### config.mk
export PLATFORM = sky130hd
export DESIGN_NAME = clk_div_ctrl
export DESIGN_NICKNAME = d
export VERILOG_FILES = /design/src/rtl/clk_div_pkg.sv /design/src/rtl/clk_div_core.sv /design/src/rtl/clk_div_ctrl.sv
export SDC_FILE = /design/constraint.sdc
export NUM_CORES = 1
export LEC_CHECK = 0
export BUFFER_PORTS_ARGS = -buffer_cell sky130_fd_sc_hd__buf_2
export CAP_MARGIN = 10
export CORE_ASPECT_RATIO = 0.8
export CORE_MARGIN = 4
export CORE_UTILIZATION = 50
export CTS_CLUSTER_DIAMETER = 40
export DETAILED_ROUTE_END_ITERATION = 16
export MAX_ROUTING_LAYER = met4
export PLACE_DENSITY_LB_ADDON = 0.1
export SYNTH_ARGS = -nofsm -noshare
export SYNTH_HDL_FRONTEND = slang
export SYNTH_SLANG_ARGS = --single-unit
### constraint.sdc
create_clock -name clk_in -period 8.9 [get_ports clk_in]
set_input_delay 1.78 -clock clk_in [delete_from_list [all_inputs] [get_ports clk_in]]
set_output_delay 1.78 -clock clk_in [all_outputs]
set_load 0.01 [all_outputs]
### src/rtl/clk_div_pkg.sv
// clk_div_pkg: shared constants and state type for the clock-divider controller.
//   MIN_DIV - smallest legal divisor
//   PCNT_W  - width of the completed-period counter
//   state_t - controller states STOP / RUN / DRAIN
package clk_div_pkg;
    localparam int MIN_DIV = 2;
    localparam int PCNT_W  = 16;
    typedef enum logic [1:0] {STOP, RUN, DRAIN} state_t;
endpackage

### src/rtl/clk_div_core.sv
// clk_div_core: period counter, divisor register and registered waveform/tick.
//   clk_in   in   source clock
//   rst_n    in   asynchronous active-low reset
//   run      in   block is running in the next cycle
//   load     in   take div as the new divisor at this edge
//   div      in   divisor to load
//   cur_div  out  divisor currently in effect
//   clk_out  out  divided clock (registered)
//   tick     out  pulse in the first cycle of each running period
//   boundary out  last cycle of a running period
module clk_div_core #(
    parameter int DIV_W   = 8,
    parameter int DEF_DIV = 20
) (
    input  logic             clk_in,
    input  logic             rst_n,
    input  logic             run,
    input  logic             load,
    input  logic [DIV_W-1:0] div,
    output logic [DIV_W-1:0] cur_div,
    output logic             clk_out,
    output logic             tick,
    output logic             boundary
);
    logic             act;
    logic [DIV_W-1:0] cnt;
    logic [DIV_W-1:0] nxt_cnt;
    logic [DIV_W-1:0] nxt_div;

    assign boundary = act && (cnt == cur_div - DIV_W'(1));
    assign nxt_div  = load ? div : cur_div;
    // A start from idle and every wrap both begin the period at zero.
    assign nxt_cnt  = (!run || !act || boundary) ? '0 : cnt + DIV_W'(1);

    // Waveform is derived from the next count so clk_out lines up with cnt.
    always_ff @(posedge clk_in or negedge rst_n) begin
        if (!rst_n) begin
            act     <= 1'b0;
            cnt     <= '0;
            cur_div <= DIV_W'(DEF_DIV);
            clk_out <= 1'b0;
            tick    <= 1'b0;
        end else begin
            act     <= run;
            cnt     <= nxt_cnt;
            cur_div <= nxt_div;
            clk_out <= run && (nxt_cnt < (nxt_div >> 1));
            tick    <= run && (nxt_cnt == '0);
        end
    end
endmodule

### src/rtl/clk_div_ctrl.sv
// clk_div_ctrl: run-time programmable clock divider with glitch-free start/stop/ratio change.
//   clk_in        in   source clock
//   rst_n         in   asynchronous active-low reset
//   en_i          in   run request (0 = stop at the next period boundary)
//   cfg_valid_i   in   new divisor offered
//   cfg_div_i     in   new divisor value
//   cfg_ready_o   out  pending slot empty
//   clk_out       out  divided clock
//   tick_o        out  pulse at each period start
//   busy_o        out  not stopped
//   err_o         out  pulse after an accepted divisor below MIN_DIV
//   cur_div_o     out  divisor in effect
//   period_cnt_o  out  completed periods (only with CLK_DIV_PERIOD_CNT_EN, else 0)
module clk_div_ctrl
    import clk_div_pkg::*;
#(
    parameter int DIV_W   = 8,
    parameter int DEF_DIV = 20
) (
    input  logic              clk_in,
    input  logic              rst_n,
    input  logic              en_i,
    input  logic              cfg_valid_i,
    input  logic [DIV_W-1:0]  cfg_div_i,
    output logic              cfg_ready_o,
    output logic              clk_out,
    output logic              tick_o,
    output logic              busy_o,
    output logic              err_o,
    output logic [DIV_W-1:0]  cur_div_o,
    output logic [PCNT_W-1:0] period_cnt_o
);
    state_t           state;
    state_t           nstate;
    logic             pend;
    logic [DIV_W-1:0] pend_div;
    logic             boundary;
    logic             accept;
    logic             legal;
    logic             apply;
    logic             run;

    assign accept      = cfg_valid_i && !pend;
    assign legal       = cfg_div_i >= DIV_W'(MIN_DIV);
    // Idle applies immediately; running waits for the end of the current period.
    assign apply       = pend && (state == STOP || boundary);
    assign cfg_ready_o = !pend;
    assign busy_o      = state != STOP;
    assign run         = nstate != STOP;

    always_comb begin
        nstate = state == STOP ? (en_i ? RUN : STOP) :
                 en_i          ? RUN :
                 boundary      ? STOP : DRAIN;
    end

    always_ff @(posedge clk_in or negedge rst_n) begin
        if (!rst_n) begin
            state    <= STOP;
            pend     <= 1'b0;
            pend_div <= DIV_W'(DEF_DIV);
            err_o    <= 1'b0;
        end else begin
            state <= nstate;
            err_o <= accept && !legal;
            if (apply) begin
                pend <= 1'b0;
            end else if (accept && legal) begin
                pend     <= 1'b1;
                pend_div <= cfg_div_i;
            end
        end
    end

    clk_div_core #(.DIV_W(DIV_W), .DEF_DIV(DEF_DIV)) u_core (
        .clk_in   (clk_in),
        .rst_n    (rst_n),
        .run      (run),
        .load     (apply),
        .div      (pend_div),
        .cur_div  (cur_div_o),
        .clk_out  (clk_out),
        .tick     (tick_o),
        .boundary (boundary)
    );

`ifdef CLK_DIV_PERIOD_CNT_EN
    logic [PCNT_W-1:0] pcnt;
    always_ff @(posedge clk_in or negedge rst_n) begin
        if (!rst_n) begin
            pcnt <= '0;
        end else if (state == STOP && run) begin
            pcnt <= '0;
        end else if (boundary && pcnt != '1) begin
            pcnt <= pcnt + PCNT_W'(1);
        end
    end
    assign period_cnt_o = pcnt;
`else
    assign period_cnt_o = '0;
`endif
endmodule
==> results of run 1 <==
[placed cells by master (no fill, tap or decap), drive strengths merged, types with 2 or more instances in the layout]
| cell | netlist | final |
|---|---|---|
| nand2b | 5 | 5 |
| and3 | 5 | 5 |
| nand4 | 2 | 2 |
| nand2 | 5 | 5 |
| conb | 1 | 16 |
| dfstp | 4 | 4 |
| ha | 8 | 8 |
| clkbuf | 3 | 6 |
| o211ai | 2 | 2 |
| a21o | 2 | 2 |
| xnor2 | 6 | 6 |
| mux2 | 10 | 10 |
| nand3 | 8 | 8 |
| nor4 | 5 | 5 |
| nor3 | 4 | 4 |
| a21oi | 3 | 3 |
| mux2i | 4 | 4 |
| nor2 | 16 | 16 |
| xor2 | 9 | 9 |
| o21ai | 4 | 4 |
| or2 | 2 | 2 |
| buf | 19 | 24 |
| inv | 15 | 15 |
| dfrtp | 27 | 27 |
[cells by family after synthesis]
| logic type | share of synthesized area [%] |
|---|---|
| adders and majority gates | 5.30 |
| DFF | 41.3 |
| buffers and inverters | 11.2 |
| muxes | 8.28 |
| and+or+nand+nor | 18.3 |
| other | 0.198 |
| xor gates and xnor gates | 6.95 |
| AOI/OAI and AO/OA | 8.41 |
[critical path, delay by kind of cell]
family | cells | cell delay [ps]
compound gates | 5 | 920
buf+inv | 1 | 120
fa+ha+maj | 1 | 300
simple gates | 6 | 920
[final cells by class]
cell class	instances	share of cell area (%)
Clock buffer	6	3.97
Clock inverter	2	1.68
Inverter	15	2.71
Multi-Input combinational cell	131	45.8
Sequential cell	31	37.5
Tap cell	42	2.53
Timing Repair Buffer	24	5.77
[through the flow]
stage / instance area [sq um] / power [mW] / cells / util (%)
floorplan: 1950 / 0.509 / 199 / -
global placement: 1960 / 0.574 / 243 / 55.4
detailed placement: 1960 / 0.587 / 243 / 55.4
CTS: 2080 / 0.730 / 251 / 58.7
global route: 2080 / 0.783 / 251 / 58.7
finish: 2080 / 0.721 / 251 / 58.7
[layer usage]
metal | vias to the layer above | GRT usage, % | wire length (microns)
li1 | 650 | - | -
met1 | 620 | 20.0 | 1640
met2 | 39 | 25.5 | 1600
met3 | 6 | 5.04 | 219
met4 | 0 | 5.43 | 53
met5 | - | - | 0
[flip-flops by register name, indices dropped and copies added (netlist names)]
name            count
err_o               1
pend                1
pend_div            8
state               2
u_core.act          1
u_core.clk_out      1
u_core.cnt          8
u_core.cur_div      8
u_core.tick         1
[where the power goes]
group	internal, mW	switching, mW	total (mW)
registers	0.200	0.0694	0.270
logic	0.148	0.164	0.311
clock network	0.0904	0.0496	0.140
[path summary, 6_finish.rpt]
check                                               from                             to  slack [ps]  depth (start not counted)
hold reg to reg                  pend_div[0]$_DFFE_PN0P_  u_core.cur_div[0]$_DFFE_PN0N_         490                          1
setup reg to reg           u_core.cur_div[0]$_DFFE_PN0N_       u_core.clk_out$_DFF_PN0_        5100                         17
max in group asynchronous                          rst_n        u_core.cnt[4]$_DFF_PN0_        6930                          1
min in group asynchronous                          rst_n    u_core.cur_div[6]$_DFF_PN0_        1530                          1
setup / recovery                                    en_i       u_core.clk_out$_DFF_PN0_        5040                         13
hold / removal                   pend_div[0]$_DFFE_PN0P_  u_core.cur_div[0]$_DFFE_PN0N_         490                          1
[synthesized netlist by cell type, types with 2 or more instances]
cell,number
nand3_1,8
nor4_4,2
o21ai_0,3
a21o_1,2
clkbuf_1,3
inv_1,14
nand4_1,2
ha_1,8
buf_4,17
nor3_1,4
nor2_1,16
mux2_2,7
nand2b_1,5
nand2_1,4
dfstp_2,4
mux2i_1,4
xnor2_1,6
dfrtp_1,27
xor2_1,9
a21oi_1,3
and3_1,5
mux2_1,2
nor4_2,2
==> flow_summary_export.csv, run 1 <==
group,metric,value,unit
clocking,cts_setup_buffers,0,
logic_synthesis,synthArstFlopShare,100,%
timing,rsz0062_at_grt,"no",
placed_design,dp_slack,4720,ps
setup_path,crit_path_frequent_cell,"nor2_1",
final_layout,area_growth,10.1,%
route,via_count,1315,
setup_path,critPathSlowestCell,"nand2b_1",
clocking,insertion_delay,280,ps
floorplan,num_rows,19,
floorplan,die_h,63.0,microns
route,drc,0,
final_layout,layout-drive-gt1-share,25.8,%
logic_synthesis,synth_area,0.00189,sq mm
timing,layout_setup_ws,5040,ps
final_layout,nFillCells,305,
timing,tns,0,ps
timing,skew,6.80,ps
clocking,htreeDepth,2,
final_layout,multi_input_area,953,sq um
power_and_ir_drop,ir_drop,0.199,mV
timing,hold_viol,0,
placed_design,numPortBuffers,24,
global_route,antenna_found_initial,0,
min_path,hold_class,"flip-flop to flip-flop",
clocking,clkTransAtPathRegs,70,ps
logic_synthesis,ys.flop_type,"dfrtp_1",
clocking,cts_buffers,5,
global_route,grt_pass1_wl,6000,microns
logic_synthesis,synth_top_area_share,35.8,%
status,status,"finished clean",
power_and_ir_drop,power.density,347,mW/mm^2
floorplan,die-area,0.00483,sq mm
timing,fin_crit_sh,43.3,%
route,wl_per_cell,14.0,microns
logic_synthesis,ys_seq_area_share,41.3,%
logic_synthesis,syn_avg_cell_area,10.3,sq um
logic_synthesis,synth_top_cell_by_area,"dfrtp_1",
global_route,grt_usage,16.3,%
job,cap_violations,0,
setup_path,cp_cell_sequence,"buf_2 -> o21ai_0 -> nand2b_1 -> nor2_1 -> ha_1 -> a21o_1 -> a211oi_1 -> nand2_1 -> o2111ai_1 -> nor2_1 -> nand2_2 -> o211ai_2 -> nor4b_2",
logic_synthesis,ys_ff_latch,31,
final_layout,seqCellArea,781,sq um
power_and_ir_drop,p_leak,1.04,nW
route,ant_nets,0,
route,drt_wl_total,3510,microns
timing,fmaxAchievable,259,MHz
clocking,cts.repair.resized,0,
placed_design,gp_congestion,0.854,
clocking,root_buffer,"clkbuf_8",
global_route,overflow,0,
placed_design,hpwl,2850,microns
floorplan,die_w,76.7,microns
setup_path,path_max_fanout,9,
setup_path,crit_required,9090,ps
setup_path,start_kind,"input port",
timing,setup_violations,0,
logic_synthesis,synth-edff-count,0,
timing,holdWs,492,ps
clocking,cts_hold_buf,0,
final_layout,final_nets,228,
route,first_iter_violations,65,
route,viasPerCell,5.24,
clocking,clock_sinks,31,
timing,slew_viol_final,0,
floorplan,core,0.00354,sq mm
logic_synthesis,yosysWarnings,0,
timing,worst_pin_slew,720,ps
setup_path,slowest_delay,310,ps
clocking,clk_path_buf_depth,2,
setup_path,critPathArrivalTime,4050,ps
global_route,grt_max_degree,32,
logic_synthesis,synthTopCellsByArea,"dfrtp_1, buf_4, dfstp_2",
floorplan,start_util,53.3,%
timing,period_needed,3860,ps
floorplan,ioPinCount,41,
setup_path,end_kind,"flip-flop",
logic_synthesis,yosysUniqueCellTypes,50,
setup_path,crit_type,"input port to flip-flop",
timing,slew_headroom,52.0,%
route,dr.pass1.iters,4,
final_layout,n_antenna_cell,0,
clocking,tritoncts,"yes",
global_route,first_global_vias,1285,
logic_synthesis,syn_inst,184,
No activity file was read; power rests on OpenSTA's default activity.
==> run 2, diff against run 1 <==
--- a/config.mk
+++ b/config.mk
@@ -9,7 +9,7 @@
 export CAP_MARGIN = 10
 export CORE_ASPECT_RATIO = 0.8
 export CORE_MARGIN = 4
-export CORE_UTILIZATION = 50
+export CORE_UTILIZATION = 49
 export CTS_CLUSTER_DIAMETER = 40
 export DETAILED_ROUTE_END_ITERATION = 16
 export MAX_ROUTING_LAYER = met4
==> constraint.sdc (replaced) <==
create_clock -name clk_in -period 3.1 [get_ports clk_in]
set_input_delay 0.62 -clock clk_in [delete_from_list [all_inputs] [get_ports clk_in]]
set_output_delay 0.62 -clock clk_in [all_outputs]
set_load 0.01 [all_outputs]
==> run 2 against run 1 <==
The flow now finishes with violations (setup timing); worst setup slack worse by 5200 ps; clock skew is 2.7 ps lower; clock power grew to 3.3 times the previous value; final cell count is 10% higher; utilization is 7.5 points higher; non-clock buffer count is 26 higher; global-route usage is 2.6 points higher; die area is 1.8% higher; sequential power grew to 2.7 times the previous value; sequential cell count stayed put; total power grew to 3.5 times the previous value.
==> flow_summary_export.csv, run 2 (synthesis gave the netlist of run 1 again) <==
group,metric,value,unit
setup_path,start_kind,"flip-flop",
setup_path,timing.critical_path.from,"u_core.cur_div[1]$_DFF_PN0_",
route,viasPerCell,5.16,
setup_path,end_kind,"flip-flop",
global_route,grt_pass1_wl,7040,microns
clocking,cts_buffers,5,
placed_design,dp_slack,-209,ps
final_layout,final_cell_mix,"dfrtp_1, buf_4, buf_2",
floorplan,die_w,77.4,microns
route,wl_per_cell,15.0,microns
setup_path,crit_required,3260,ps
clocking,clk_path_buf_depth,2,
global_route,overflow,0,
timing,setup_violations,1,
final_layout,post-route-util,66.3,%
timing,rsz0062_at_grt,"yes",
global_route,grt_usage,18.9,%
setup_path,reg2reg_slack,-110,ps
setup_path,crit_type,"flip-flop to flip-flop",
job,cap_violations,0,
clocking,clkTransAtPathRegs,70,ps
floorplan,ioPinCount,41,
setup_path,r2r-end,"u_core.clk_out$_DFF_PN0_",
global_route,met2_usage,29.7,%
timing,period_needed,3210,ps
floorplan,core,0.00357,sq mm
route,via_count,1428,
floorplan,die_h,63.5,microns
placed_design,gp_congestion,0.826,
min_path,hold_class,"input port to async pin",
timing,slew_viol_final,0,
final_layout,nFillCells,297,
clocking,root_buffer,"clkbuf_8",
clocking,tritoncts,"yes",
final_layout,area_growth,25.1,%
global_route,first_global_vias,1472,
timing,layout_setup_ws,-108,ps
global_route,antenna_found_initial,0,
route,dr.pass1.iters,4,
floorplan,num_rows,19,
clocking,insertion_delay,280,ps
route,ant_nets,0,
clocking,htreeDepth,2,
setup_path,path_max_fanout,6,
clocking,clock_sinks,31,
status,status,"finished with violations",
global_route,grt_max_degree,32,
timing,worst_pin_slew,672,ps
final_layout,layout-drive-gt1-share,37.4,%
route,drt_wl_total,4160,microns
floorplan,start_util,53.0,%
timing,hold_viol,0,
final_layout,reg_top3,"pend_div: 8 flops, u_core.cnt: 8 flops, u_core.cur_div: 8 flops",
setup_path,critPathArrivalTime,3360,ps
clocking,cts_hold_buf,0,
placed_design,numPortBuffers,24,
timing,fin_crit_sh,103,%
power_and_ir_drop,ir_drop,0.536,mV
timing,slew_headroom,55.2,%
global_route,grt.busiest_layer,"met2",
power_and_ir_drop,p_leak,1.18,nW
route,drc,0,
power_and_ir_drop,finalPower,2.51,mW
timing,skew,4.14,ps
setup_path,ff2ff_path_depth,16,
timing,fmaxAchievable,312,MHz
global_route,use_met3,3.13,%
placed_design,hpwl,3370,microns
route,first_iter_violations,70,
final_layout,n_antenna_cell,0,
floorplan,die-area,0.00492,sq mm
status,violations,"setup timing",
power_and_ir_drop,power.density,1060,mW/mm^2
setup_path,timing.rr.start,"u_core.cur_div[1]$_DFF_PN0_",
global_route,grt_util_met1,24.4,%
final_layout,final_nets,254,
==> run 2: changes by cell type in the layout (fill, tap and decap cells not counted), sizes merged <==
cell    delta
clkinv     -1
buf       +26
bufinv     +1
==> run 2: worst max-delay path: stages (launching register included) <==
cell and delay [ps]:
dfrtp_1 410, inv_2 60, ha_4 160, buf_4 140
xor2_1 190, nor4_2 60, or2_1 240, o221ai_4 260
buf_4 230, mux2i_1 290, ha_1 250, a211oi_2 50
nand2_1 90, o2111ai_2 130, or3_1 360, o211ai_2 80
nor4b_2 60
==> run 2: area by class of cell <==
cell class	instances	area [sq um]	share of cell area, %
clock buffer	6	72.6	3.07
clock inverter	2	60.1	2.54
inverter	15	56.3	2.38
multi-input combinational	131	1020	43.4
sequential	31	782	33.1
tap	42	52.6	2.22
timing repair buffer	50	315	13.3
==> run 2: worst max path at each step <==
| stage | to | cells past startpoint |
|---|---|---|
| 2_1_floorplan | u_core.clk_out$_DFF_PN0_ | 16 |
| 3_3_place_gp | u_core.clk_out$_DFF_PN0_ | 15 |
| 3_5_place_dp | u_core.clk_out$_DFF_PN0_ | 15 |
| 4_1_cts | u_core.clk_out$_DFF_PN0_ | 15 |
| 5_1_grt | u_core.clk_out$_DFF_PN0_ | 16 |
| 6_report | u_core.clk_out$_DFF_PN0_ | 16 |
==> run 2: per-stage QoR <==
step | instance area (sq um) | TNS [ps] | instances | hold slack, ps
6_report | 2360 | -108 | 277 | 375
5_1_grt | 2360 | -377 | 277 | 438
4_1_cts | 2340 | -134 | 277 | 395
3_5_place_dp | 2170 | -209 | 268 | 484
3_3_place_gp | 2170 | -29.4 | 268 | 475
2_1_floorplan | 1970 | -109 | 199 | 324
==> run 2: metal layers <==
metal | vias to the layer above | wire, microns
li1 | 699 | -
met1 | 686 | 2020
met2 | 37 | 1910
met3 | 6 | 173
met4 | 0 | 57
met5 | - | 0
==> run 2: timing repair <==
action / CTS / global route
pin swaps: 2 / 2
endpoints found under the setup margin: 1 / 1
resized for setup: 4 / 3
buffers inserted: 1 / 0
==> run 2: power by group <==
| part | switching, mW | internal (mW) |
|---|---|---|
| logic | 0.660 | 0.652 |
| registers | 0.156 | 0.576 |
| clock network | 0.146 | 0.321 |
